### src/rtl/spike_encoder.sv
// spike_encoder
//   Integrate-and-fire input encoder. Each transaction loads one vector of
//   unsigned activations and emits a spike train over num_steps timesteps.
//   Each lane spikes floor(N*x/thr) times. With thr == 0, every lane spikes
//   on every step.
//
// Ports
//   clk, rst      rising-edge clock, synchronous active-high reset
//   in_valid      input vector offered
//   in_ready      encoder idle and accepting (low while rst is high)
//   in_data       lane i at [i*DATA_WIDTH +: DATA_WIDTH], unsigned
//   threshold     shared firing threshold, sampled with in_data
//   num_steps     number of timesteps to emit, sampled with in_data
//   spike_valid   current timestep's spike vector valid
//   spike_ready   downstream accepts the spike vector
//   spikes        one spike bit per lane
//   timestep      0-based index of the current timestep
//   spike_last    current timestep is the final one
module spike_encoder #(
    parameter int NUM_LANES   = 3,
    parameter int DATA_WIDTH  = 16,
    parameter int TIMER_WIDTH = 5
) (
    input  logic                            clk,
    input  logic                            rst,
    input  logic                            in_valid,
    output logic                            in_ready,
    input  logic [NUM_LANES*DATA_WIDTH-1:0] in_data,
    input  logic [DATA_WIDTH-1:0]           threshold,
    input  logic [TIMER_WIDTH-1:0]          num_steps,
    output logic                            spike_valid,
    input  logic                            spike_ready,
    output logic [NUM_LANES-1:0]            spikes,
    output logic [TIMER_WIDTH-1:0]          timestep,
    output logic                            spike_last
);

    typedef enum logic {IDLE, RUN} state_t;

    state_t                  state, next_state;
    logic [DATA_WIDTH-1:0]   thr;
    logic [TIMER_WIDTH-1:0]  n_steps;
    logic [TIMER_WIDTH-1:0]  step;
    logic [DATA_WIDTH-1:0]   acc     [NUM_LANES];
    logic [DATA_WIDTH-1:0]   x       [NUM_LANES];
    logic [DATA_WIDTH-1:0]   lane_in [NUM_LANES];
    logic [DATA_WIDTH:0]     sum     [NUM_LANES];
    logic [NUM_LANES-1:0]    fire_vec;
    logic                    hit_last;
    logic                    load;
    logic                    fire;

    // One extra bit on the sum: acc < thr and x <= thr, so it never overflows.
    always_comb begin
        for (int unsigned i = 0; i < NUM_LANES; i++) begin
            lane_in[i]  = in_data[i*DATA_WIDTH +: DATA_WIDTH];
            sum[i]      = {1'b0, acc[i]} + {1'b0, x[i]};
            fire_vec[i] = (sum[i] >= {1'b0, thr});
        end
    end

    assign hit_last = (step == n_steps - TIMER_WIDTH'(1));
    assign load     = in_valid && in_ready;
    assign fire     = spike_valid && spike_ready;

    always_ff @(posedge clk) begin
        if (rst) begin
            state <= IDLE;
        end else begin
            state <= next_state;
        end
    end

    always_comb begin
        next_state  = state;
        in_ready    = 1'b0;
        spike_valid = 1'b0;
        spikes      = '0;
        timestep    = '0;
        spike_last  = 1'b0;
        case (state)
            IDLE: begin
                in_ready = !rst;
                // A zero-length transaction is absorbed without leaving IDLE.
                if (in_valid && !rst && num_steps != '0) begin
                    next_state = RUN;
                end
            end
            RUN: begin
                spike_valid = 1'b1;
                spikes      = fire_vec;
                timestep    = step;
                spike_last  = hit_last;
                if (spike_ready && hit_last) begin
                    next_state = IDLE;
                end
            end
            default: next_state = IDLE;
        endcase
    end

    always_ff @(posedge clk) begin
        if (rst) begin
            thr     <= '0;
            n_steps <= '0;
            step    <= '0;
            for (int unsigned i = 0; i < NUM_LANES; i++) begin
                acc[i] <= '0;
                x[i]   <= '0;
            end
        end else if (load) begin
            thr     <= threshold;
            n_steps <= num_steps;
            step    <= '0;
            // Clamping x to thr keeps acc < thr after every step.
            for (int unsigned i = 0; i < NUM_LANES; i++) begin
                acc[i] <= '0;
                x[i]   <= (lane_in[i] < threshold) ? lane_in[i] : threshold;
            end
        end else if (fire) begin
            step <= step + TIMER_WIDTH'(1);
            for (int unsigned i = 0; i < NUM_LANES; i++) begin
                acc[i] <= fire_vec[i] ? DATA_WIDTH'(sum[i] - {1'b0, thr})
                                      : DATA_WIDTH'(sum[i]);
            end
        end
    end

endmodule

### config.mk
export PLATFORM = sky130hd
export DESIGN_NAME = spike_encoder
export DESIGN_NICKNAME = d
export VERILOG_FILES = /design/src/rtl/spike_encoder.sv
export SDC_FILE = /design/constraint.sdc
export NUM_CORES = 1
export LEC_CHECK = 0
export ABC_AREA = 0
export CAP_MARGIN = 20
export CORE_MARGIN = 4
export CORE_UTILIZATION = 32
export DETAILED_ROUTE_END_ITERATION = 16
export PLACE_DENSITY = 0.49
export REMOVE_ABC_BUFFERS = 1
export SLEW_MARGIN = 25
export SYNTH_ARGS = -nofsm -noshare
export SYNTH_HDL_FRONTEND = slang
export SYNTH_SLANG_ARGS = --single-unit
### constraint.sdc
create_clock -name clk -period 6.3 [get_ports clk]
set_input_delay 1.89 -clock clk [delete_from_list [all_inputs] [get_ports clk]]
set_output_delay 1.89 -clock clk [all_outputs]
set_load 0.005 [all_outputs]
== Yosys cells after proc, flatten, opt, wreduce, memory -nomap -nowiden ==
Memory sizes are Yosys's and may differ from the RTL's.
Index checks and enable logic that the tools add are counted.
Word-level totals
  memories: 2
  input port bits: 73
  logic and storage cells: 71
  flip-flop bits (word level): 27
  memory bits (writable): 96
  output and inout bits: 11
Memory list
  acc: words 3, width 16, rd ports 3, clocked after memory_dff 0, wr ports 3, RTL line 44  | logic [DATA_WIDTH-1:0] acc [NUM_LANES];
  x: words 3, width 16, rd ports 3, clocked after memory_dff 0, wr ports 3, RTL line 45  | logic [DATA_WIDTH-1:0] x [NUM_LANES];
Operators by class
  magnitude comparators: 6
  $add $sub $neg: 8
  eq/ne operators: 1
  bitwise operators: 10
  reductions and logical operators: 8
  mux-type cells: 32
Operator list (number)
  $mux 16: 15
  $add 16x16->17: 3
  $ge 17x16->1: 3
  $lt 16x16->1: 3
  $sub 16x16->16: 3
  $mux 1: 14
  $or 1x1->1: 9
  $add 5x1->5 const B: 1
  $eq 5x5->1: 1
  $logic_and 1x1->1: 5
  $mux 5: 1
  $reduce_bool 5->1: 1
  $sub 5x1->5 const B: 1
  $mux 3: 1
  $pmux 1 s2: 1
  $reduce_or 2->1: 1
  $logic_not 1->1: 1
  $not 1->1: 1

== Longest topological paths before layout ==
  word-level depth: 8
  depth in mapped cells: 19
  gate-level depth less buffers: 18

== Least setup slack after synthesis ==
No wires, ideal clock.
  path kind: flip-flop to output port
  start point: memory x[1][4] (netlist: x[0][20])
  end point: output port spikes[1]
  data required time: 4.410 ns
  cell stages (with the launch flop): 19
  setup slack: 0.552 ns
  buffers on the path: 2
  data arrival time: 3.858 ns
  path through: edfxtp_1 ha_1 buf_6 a2111o_1 a31oi_1 nor2_1 o41ai_4 o21ai_0 a31oi_1 xor2_1 inv_1 ha_1 nand4_1 inv_1 a221oi_1 nor2b_1 nor2_8 buf_12 and2b_2
RTL lines
  start: declaration: RTL line 45
  end: declaration: RTL line 33  | output logic [NUM_LANES-1:0] spikes,

==> reports/results.ini <==
[pwr]
power.density_mw_per_mm2=313
leakagePower_uw=0.00575
combinationalPowerShare_pct=50.9
ir_drop_uv=139
intPower_uw=2550
power_uw=4160
switchingPower_uw=1610
p_seq_share_pct=23.8
clockPowerShare_pct=25.2
netSwitchingFraction_pct=38.7

[setup_path]
worst_setup_path_end_kind=output pin
cp.required_ns=4.41
path_class=reg -> out
worstPathMaxFanout=5
crit_path_start_kind=register
arrival_ns=4.25

[clock_tree]
clk_latency_ns=0.43
clock_sinks=123
path_clk_slew_ns=0.06
max-clock-path-buffers=2
hold_buffers=0
cts_root_buffer=clkbuf_16
htreeDepth=4
cts_tree=yes
cts_buffers=17

[flow_run]
cap_viol_max_count=0

[global_route]
grt_pass1_wl_um=49300
antenna_found_initial=2
grt_pass1_vias=9093
grt-ovfl-total=0
grt_max_degree=50
track_usage_pct=17.4

[finish]
final_util_pct=40.4
syn_to_final_growth_pct=23.5
layout_commonest_cell=ha_1
drive_above_1_share_pct=12.2
design_area_sq_mm=0.0133
fin_nets=1492
final_cell_mix=ha_1 (139), nor2_1 (130), edfxtp_1 (96)

[logic_synthesis]
yosysTopAreaCellShare_pct=26.8
ys_ff_latch=123
netlist_instances=1138
synthArstFlopShare_pct=0
synthTopCellsByArea=edfxtp_1 (27%), ha_1 (17%), mux2i_1 (7.6%)
yosysSeqAreaShare_pct=31.8
postSynthAreaPerCell_sq_um=9.45
netlist_area_sq_mm=0.0108
synth_edf_count=96
synth_cell_types=70
synth_ff_type=edfxtp_1
synth_warnings=0
yosysTopAreaCell=edfxtp_1

[sta]
setup_violations=0
min_period_ns=6.14
finalClockSkew_ns=0.0122
tightestPinTransition_ns=0.960
finalMaxSlewViolations=0
hold_viol=0
period_share_pct=97.5
rsz0062_at_grt=no
totalNegativeSetupSlack_ns=0
slew_headroom_pct=36.0
hold_slack_ns=0.512
fmax_ghz=0.163

[placed_design]
hpwl_um=25100
io_buffers=83
dpl-instance-area_sq_mm=0.0123
place.gp.congestion=0.862

[drt]
post-route-drc-count=0
first_pass_iters=6
via_count=8930
ant_nets=0
wire_per_inst_um=18.4
routed_wl_um=31800
viasPerCell=5.17
dr.first_iter.drc_count=420

[floorplanning]
pin_count=84
dieArea_sq_mm=0.0366
start_util_pct=32.7
die_x_um=191
rows=66
core_sq_mm=0.0329
die_y_um=191

[worst_hold_path]
hp-class=reg -> reg

[outcome]
status=finished, final reports clean

## power by group through the flow
stage | clock [uW] | combinational, uW | sequential, uW
finish | 1050 | 2120 | 992
global route | 1110 | 2340 | 998
CTS | 1060 | 2080 | 992
detailed placement | 0 | 1990 | 1010
global placement | 0 | 2000 | 1010
floorplan | 0 | 1450 | 997
## worst max-delay path: stages (launching register included)
cell and delay, ns:
edfxtp_1 0.42, ha_4 0.20, fa_2 0.38, a211oi_4 0.27, o21ai_2 0.10, a31oi_2 0.22, buf_4 0.17, o211ai_1 0.14
xor2_1 0.20, ha_1 0.29, buf_4 0.16, a21oi_1 0.12, nor2b_1 0.06, o31a_1 0.32, o31ai_4 0.26, nand2b_4 0.10
and2_1 0.16, dlygate4sd2_1 0.25
## synth_stat cells (all sizes together), types with 3 or more instances
cell type,n
or2,4
nand2,56
a221oi,3
o211ai,6
o21bai,11
nand3,11
and3,11
o31a,5
a21o,41
a31o,5
mux2i,82
nand4,15
xor2,31
o31ai,21
nand2b,21
fa,6
a2111oi,3
ha,143
a211oi,18
o221ai,3
nor4,3
a211o,4
nor2,132
buf,9
o21ai,60
nor3,18
dfxtp,27
a31oi,11
a21boi,4
nor2b,11
clkbuf,21
o21a,13
inv,59
edfxtp,96
or3,3
xnor2,52
and2,11
a21oi,83
## per-stage QoR
| step | instances | setup WS (ns) |
|---|---|---|
| 2_1_floorplan | 1108 | 0.193 |
| 3_3_place_gp | 1667 | 0.0174 |
| 3_5_place_dp | 1667 | -0.0365 |
| 4_1_cts | 1722 | 0.00704 |
| 5_1_grt | 1727 | 0.00436 |
| 6_report | 1727 | 0.157 |
## repair_timing
action | in CTS | in global routing
pin swaps | 42 | 21
buffers inserted | 23 | 3
gates resized for setup | 43 | 15
endpoints found under the setup margin | 3 | 3
## kinds of logic after synthesis
group / Yosys count / share of synthesized area (%)
flops: 123 / 31.8
fa+ha+maj: 149 / 17.7
xor+xnor: 83 / 6.76
compound gates: 307 / 19.1
buf+inv: 89 / 3.58
mux: 82 / 7.63
simple gates: 305 / 13.4
## routing by layer
metal	up-vias	track usage [%]	wire length, um
met1	4311	23.1	15100
li1	4488	-	-
met4	0	4.56	529
met2	98	30.0	15500
met5	-	0	0
met3	33	2.26	593
## final cells by class
class                           instances  area, sq um
Multi-Input combinational cell        926         7180
Sequential cell                       123         3420
Inverter                               59          221
Tap cell                              442          553
Antenna cell                            2         5.00
Clock inverter                         13          155
Timing Repair Buffer                  143         1290
Clock buffer                           19          464
Fill cell                            3342        19600
## registers in the layout (all words and copies together), names as in the netlist
register and count:
step 5, thr 16, state 1, x 48, n_steps 5, acc 48
## final timing paths
kind	depth (start not counted)	endpoint	start	slack, ns
worst max-delay path	17	spikes[0]	acc[0][0]	0.16
worst min-delay path	2	n_steps[4]	n_steps[4]	0.51
worst max register to register	19	acc[0][39]	x[0][33]	1.91
worst min register to register	2	n_steps[4]	n_steps[4]	0.51
No activity file was read; power rests on OpenSTA's default activity.
